===== src/rtl/ow_pkg.sv =====
// ow_pkg: shared definitions for the 1-wire byte engine.
//   - command op codes seen on i_cmd_op
//   - bit positions inside the sockit_owm control register (address 0)
//   - engine state enum
//   - ow_ctrl_word(): control-register value written to start one slot
package ow_pkg;

    localparam logic [1:0] OW_OP_RST = 2'b00;  // reset / presence detect
    localparam logic [1:0] OW_OP_WR  = 2'b01;  // write one byte
    localparam logic [1:0] OW_OP_RD  = 2'b10;  // read one byte
    localparam logic [1:0] OW_OP_RSV = 2'b11;  // reserved, answered with err

    localparam int unsigned OWM_DAT = 0;  // data bit / sampled bit / presence (0 = present)
    localparam int unsigned OWM_RST = 1;  // request a reset pulse
    localparam int unsigned OWM_OVD = 2;  // overdrive, never used here
    localparam int unsigned OWM_CYC = 3;  // start / busy flag

    typedef enum logic [2:0] {
        ST_IDLE,
        ST_ISSUE,
        ST_ARM,
        ST_WAIT,
        ST_NEXT,
        ST_RESP
    } ow_state_e;

    // Register value that starts one slot: reset pulse, write of 'wbit',
    // or a read slot (a read is a write-1 slot whose sampled DAT is kept).
    function automatic logic [3:0] ow_ctrl_word(input logic [1:0] op, input logic wbit);
        logic [3:0] w;
        w          = '0;
        w[OWM_CYC] = 1'b1;
        case (op)
            OW_OP_RST: w[OWM_RST] = 1'b1;
            OW_OP_WR:  w[OWM_DAT] = wbit;
            default:   w[OWM_DAT] = 1'b1;
        endcase
        return w;
    endfunction

endpackage


===== src/rtl/ow_byte_engine.sv =====
// ow_byte_engine: turns byte-level 1-wire commands into sockit_owm register
// cycles (address 0 only), polls CYC for completion and returns one
// single-cycle response per command.
//
// Ports:
//   i_clk, i_rst              clock, synchronous active-high reset
//   i_cmd_valid/o_cmd_ready   command handshake
//   i_cmd_op, i_cmd_data      00 reset/detect, 01 write, 10 read, 11 reserved
//   o_rsp_valid               one-cycle response strobe
//   o_rsp_data, o_rsp_err     response payload (zero outside the strobe)
//   o_bus_ren/wen/adr/wdt     sockit_owm bus master side
//   i_bus_rdt                 sockit_owm read data, valid while o_bus_ren = 1
module ow_byte_engine
    import ow_pkg::*;
#(
    parameter int unsigned BWD     = 32,
    parameter int unsigned TMO_CYC = 1_000_000
) (
    input  logic           i_clk,
    input  logic           i_rst,
    input  logic           i_cmd_valid,
    output logic           o_cmd_ready,
    input  logic [1:0]     i_cmd_op,
    input  logic [7:0]     i_cmd_data,
    output logic           o_rsp_valid,
    output logic [7:0]     o_rsp_data,
    output logic           o_rsp_err,
    output logic           o_bus_ren,
    output logic           o_bus_wen,
    output logic           o_bus_adr,
    output logic [BWD-1:0] o_bus_wdt,
    input  logic [BWD-1:0] i_bus_rdt
);

    localparam int unsigned     TW      = $clog2(TMO_CYC + 1);
    localparam logic [TW-1:0]   TMO_MAX = TW'(TMO_CYC);

    ow_state_e      state_q, state_d;
    logic [1:0]     op_q;
    logic [7:0]     shift_q;
    logic [2:0]     bit_cnt_q;
    logic [TW-1:0]  tmo_q;
    logic           cyc_prev_q;
    logic           dat_q;
    logic           presence_q;
    logic           abort_q;     // timeout or reserved op: err with zero data
    logic [BWD-1:0] wdt_hold_q;

    logic           cyc;
    logic           dat;
    logic           tmo_hit;
    logic [BWD-1:0] wdt_issue;
    logic           unused_rdt;

    always_comb begin
        cyc        = i_bus_rdt[OWM_CYC];
        dat        = i_bus_rdt[OWM_DAT];
        unused_rdt = ^{i_bus_rdt[BWD-1:OWM_CYC+1], i_bus_rdt[OWM_OVD], i_bus_rdt[OWM_RST]};
        tmo_hit    = (tmo_q == TMO_MAX);
        wdt_issue  = BWD'(ow_ctrl_word(op_q, shift_q[0]));
    end

    // Next state and outputs.
    always_comb begin
        state_d     = state_q;
        o_cmd_ready = 1'b0;
        o_bus_wen   = 1'b0;
        o_bus_ren   = 1'b0;
        o_bus_adr   = 1'b0;
        o_bus_wdt   = wdt_hold_q;
        o_rsp_valid = 1'b0;
        o_rsp_data  = '0;
        o_rsp_err   = 1'b0;

        case (state_q)
            ST_IDLE: begin
                o_cmd_ready = 1'b1;
                if (i_cmd_valid) begin
                    state_d = (i_cmd_op == OW_OP_RSV) ? ST_RESP : ST_ISSUE;
                end
            end
            ST_ISSUE: begin
                o_bus_wen = 1'b1;
                o_bus_wdt = wdt_issue;
                state_d   = ST_ARM;
            end
            ST_ARM: begin
                o_bus_ren = 1'b1;
                if (tmo_hit)  state_d = ST_RESP;
                else if (cyc) state_d = ST_WAIT;
                else          state_d = ST_NEXT;  // slot already finished
            end
            ST_WAIT: begin
                o_bus_ren = 1'b1;
                if (tmo_hit)                 state_d = ST_RESP;
                else if (cyc_prev_q && !cyc) state_d = ST_NEXT;
            end
            ST_NEXT: begin
                if (op_q == OW_OP_RST || bit_cnt_q == 3'd7) state_d = ST_RESP;
                else                                        state_d = ST_ISSUE;
            end
            ST_RESP: begin
                o_rsp_valid = 1'b1;
                o_rsp_err   = abort_q || (op_q == OW_OP_RST && !presence_q);
                if (!abort_q) begin
                    if (op_q == OW_OP_RST)     o_rsp_data = {7'd0, presence_q};
                    else if (op_q == OW_OP_RD) o_rsp_data = shift_q;
                end
                state_d = ST_IDLE;
            end
            default: state_d = ST_IDLE;
        endcase
    end

    // State register and datapath.
    always_ff @(posedge i_clk) begin
        if (i_rst) begin
            state_q    <= ST_IDLE;
            op_q       <= '0;
            shift_q    <= '0;
            bit_cnt_q  <= '0;
            tmo_q      <= '0;
            cyc_prev_q <= 1'b0;
            dat_q      <= 1'b0;
            presence_q <= 1'b0;
            abort_q    <= 1'b0;
            wdt_hold_q <= '0;
        end else begin
            state_q <= state_d;
            case (state_q)
                ST_IDLE: begin
                    if (i_cmd_valid) begin
                        op_q       <= i_cmd_op;
                        shift_q    <= i_cmd_data;
                        bit_cnt_q  <= '0;
                        presence_q <= 1'b0;
                        abort_q    <= (i_cmd_op == OW_OP_RSV);
                    end
                end
                ST_ISSUE: begin
                    tmo_q      <= '0;
                    cyc_prev_q <= 1'b0;
                    wdt_hold_q <= wdt_issue;
                end
                ST_ARM, ST_WAIT: begin
                    if (!tmo_hit) tmo_q <= tmo_q + TW'(1);
                    cyc_prev_q <= cyc;
                    if (state_d == ST_NEXT) dat_q   <= dat;
                    if (state_d == ST_RESP) abort_q <= 1'b1;
                end
                ST_NEXT: begin
                    case (op_q)
                        OW_OP_RST: presence_q <= ~dat_q;
                        OW_OP_WR:  shift_q    <= {1'b0, shift_q[7:1]};
                        default:   shift_q    <= {dat_q, shift_q[7:1]};
                    endcase
                    bit_cnt_q <= bit_cnt_q + 3'd1;
                end
                default: ;
            endcase
        end
    end

endmodule

===== config.mk =====
export PLATFORM = sky130hd
export DESIGN_NAME = ow_byte_engine
export DESIGN_NICKNAME = d
export VERILOG_FILES = /design/src/rtl/ow_pkg.sv /design/src/rtl/ow_byte_engine.sv
export SDC_FILE = /design/constraint.sdc
export NUM_CORES = 1
export LEC_CHECK = 0
export ABC_CLOCK_PERIOD_IN_PS = 1400
export CAP_MARGIN = 40
export CORE_UTILIZATION = 40
export DETAILED_ROUTE_END_ITERATION = 10
export HOLD_SLACK_MARGIN = 0.15
export PLACE_DENSITY_LB_ADDON = 0.08
export SYNTH_ARGS = -nofsm -noshare
export SYNTH_HDL_FRONTEND = slang
export SYNTH_SLANG_ARGS = --single-unit

===== constraint.sdc =====
create_clock -name i_clk -period 1.4 [get_ports i_clk]
set_input_delay 0.28 -clock i_clk [delete_from_list [all_inputs] [get_ports i_clk]]
set_output_delay 0.28 -clock i_clk [all_outputs]
set_load 0.005 [all_outputs]

==> flow_summary.yaml <==
place:
  dp.cells: 544
  place_hpwl_um: 4990
  portBuffers: 59
  placed_cell_area_um2: 4220
  routabilityCongestion: 0.774
floorplan:
  coreArea_um2: 7370
  rows: 31
  top_level_ports: 91
  die_area_um2: 8140
  die_h_um: 90.2
  fp.dieW_um: 90.2
  initial_core_util_pct: 42.3
global_routing:
  grt_pass1_vias: 2925
  grt_use_total_pct: 21.4
  grt_max_degree: 20
  grt_pass1_wl_um: 13900
  overflow: 0
  antenna_found_initial: 0
drt:
  highest_layer: "met4"
  routed_via_density: 4.84
  vias: 2902
  wl_met3_um: 314
  dr_wl_met2_um: 4250
  wl_per_cell_um: 14.6
  wl_met1_um: 4050
  routed_wl_um: 8760
  drc: 0
  drtIter0Drc: 62
  ant_nets: 0
  first_pass_iters: 4
worst_setup_path:
  crit_path_cell_trace: "nand3b_1, nor4b_4, buf_4, buf_6, and2_4, buf_6"
  crit_buf_inv: 3
  cp.arrival_ns: 1.64
  cp-end-kind: "output pin"
  cpMostUsedCell: "buf_6"
  crit_path_max_incr_delay_ns: 0.33
  required_ns: 1.12
  critPathKind: "flop to output pin"
  cp_slowest_cell: "dfxtp_2"
  worst_setup_path_start_kind: "flop"
  cp_top_family: "simple AND/OR/NAND/NOR gates"
  crit_fanout: 5
synth:
  synth_area_leader_cell: "dfxtp_1"
  yosysMostFrequentCell: "dfxtp_1"
  ys_dominant_reg_cell: "dfxtp_1"
  synth_cell_types: 46
  yosysTopAreaCellShare_pct: 46.3
  ys_top_cells_by_count: "dfxtp_1 (72), nor2_1 (46), and2_1 (38)"
  syn_inst: 350
  ys_ff_latch: 72
  synthMuxAreaShare_pct: 1.33
  synth_compound_area_share_pct: 8.32
  synth_fa_ha_area_share_pct: 1.61
  async_flop_share_pct: 0
  syn_area_per_cell_um2: 8.90
  synth_xor_area_share_pct: 5.06
  synth_fp_nets: 399
  synthesis.area_um2: 3110
  synth_top_family_by_area: "simple AND/OR/NAND/NOR gates"
  yosysWarnings: 0
  synth_edf_count: 0
  synth-simple-area-share_pct: 33.8
  yosysSeqAreaShare_pct: 46.3
  yosys-top-cells-area: "dfxtp_1 (46%), and2_1 (7.6%), nor2b_1 (7.0%)"
final_layout:
  num_antenna_cells: 0
  synthToLayoutAreaGrowth_pct: 75.7
  multi_input_area_um2: 2170
  nets: 544
  fill_cells: 514
  regArea_um2: 1450
  final_cell_count_no_fill: 599
  final_core_util_pct: 74.2
  drive_gt1_share_pct: 57.0
  final_area_um2: 5470
sta:
  rsz0062_at_grt: "yes"
  hold_violations: 0
  post-route-min-period_ns: 1.92
  period_share_pct: 137
  fin_ws_ns: -0.518
  drv_slew: 0
  fmax_mhz: 521
  finalSetupViolCount: 106
  skew_ns: 0.00971
clock_network:
  cts_made_buffers: 9
  worstSkewPairLatency_ns: 0.35
  clockBufferDepth: 2
  path_clk_slew_ns: 0.08
  htree_levels: 3
  cts_sinks: 72
  holdBufCountCts: 0
  cts_tree: "yes"
  clockRootBuffer: "clkbuf_8"
outcome:
  status: "finished, violations left"
  violations: "setup timing"
power_and_ir_drop:
  clock_power_share_pct: 26.3
  leakage_nw: 2.35
  finalPower_mw: 7.01
  power_density_nw_per_um2: 1280
  internal-power_mw: 4.80
  power_switching_mw: 2.21
  p_sw_share_pct: 31.5
  peakVddDrop_mv: 0.705
  comb_power_share_pct: 40.5
  pwr-share-seq_pct: 33.3
job:
  maxCapViolCount: 0
worst_hold_path:
  hold_class: "flop to flop"
worst reg2reg max path, stage by stage, from the launching register on:
cell	delay [ns]
dfxtp_2	0.35
buf_6	0.11
buf_6	0.12
nor4b_2	0.05
buf_4	0.15
nor2_2	0.14
nand2_1	0.13
or3_4	0.36
a21oi_2	0.11
registers in the layout, indices dropped and copies added, names as in the netlist:
signal	count
abort_q	1
bit_cnt_q	3
cyc_prev_q	1
dat_q	1
op_q	2
presence_q	1
shift_q	8
state_q	3
tmo_q	20
wdt_hold_q	32
power by group through the flow:
stage / logic [mW] / registers, mW / clock network [mW]
6_report: 2.83 / 2.33 / 1.84
4_1_cts: 2.59 / 2.31 / 1.85
5_1_grt: 3.02 / 2.35 / 1.96
2_1_floorplan: 0.869 / 2.33 / 0
3_5_place_dp: 1.51 / 2.34 / 0
3_3_place_gp: 1.49 / 2.34 / 0
metrics by stage:
stage	setup slack [ns]	setup TNS, ns	hold WS, ns
2_1_floorplan	-0.0290	-0.0622	0.416
6_report	-0.518	-19.96	0.479
5_1_grt	-0.625	-26.40	0.503
4_1_cts	-0.558	-22.42	0.460
3_5_place_dp	-0.467	-23.16	0.436
3_3_place_gp	-0.420	-21.34	0.434
repair_timing:
action | CTS | global route
setup buffers | 28 | 13
setup endpoints to repair | 110 | 112
pin swaps | 46 | 60
gates cloned | 8 | 1
resized for setup | 291 | 94
metal layers:
metal / track usage, % / vias up
met3: 3.89 / 14
met5: 0 / -
met1: 27.1 / 1361
met2: 35.4 / 60
li1: - / 1467
met4: 9.81 / 0
logic make-up (layout without fill, tap and decap cells):
kind of cell / after synthesis / after routing
mux: 4 / 4
simple gates: 193 / 193
fa+ha+maj: 4 / 4
xor+xnor: 18 / 18
buf+inv: 23 / 173
flops: 72 / 72
compound gates: 35 / 35
other cells: 1 / 1
layout by cell type, fill, tap and decap left out, types with 3 or more instances in the layout:
master / n
clkdlybuf4s50_1: 14
and2_4: 33
a311oi_1: 3
a311oi_2: 5
nor4b_4: 3
a211oi_1: 3
buf_2: 35
and4_1: 3
xor2_1: 14
mux2i_1: 3
nand2_4: 3
a21oi_1: 3
nand2_2: 8
a21oi_2: 7
buf_16: 6
and3_1: 4
nor2b_1: 22
buf_8: 5
buf_12: 7
clkbuf_8: 9
nand4_1: 5
nand3_2: 4
nor2b_4: 13
dfxtp_2: 8
dfxtp_1: 64
and2_1: 5
inv_2: 3
nor2_4: 7
buf_6: 40
buf_4: 46
nor2_2: 7
nor2_1: 32
nand2_1: 20
nand3_1: 3
cell type report:
class | instances | area share, %
clock buffer | 10 | 2.33
clock inverter | 6 | 1.69
inverter | 4 | 0.274
multi-input combinational | 255 | 39.7
sequential | 72 | 26.5
tap | 99 | 2.26
timing repair buffer | 153 | 27.3
path summary, 6_finish.rpt:
check | slack [ns] | cells after the start | startpoint | end
worst max-delay path | -0.52 | 6 | state_q[1] | o_rsp_data[5]
worst min-delay path | 0.48 | 2 | bit_cnt_q[1] | bit_cnt_q[1]
worst max register to register | -0.18 | 8 | state_q[2] | dat_q
worst min register to register | 0.48 | 2 | bit_cnt_q[1] | bit_cnt_q[1]
No activity file was read; power rests on OpenSTA's default activity.
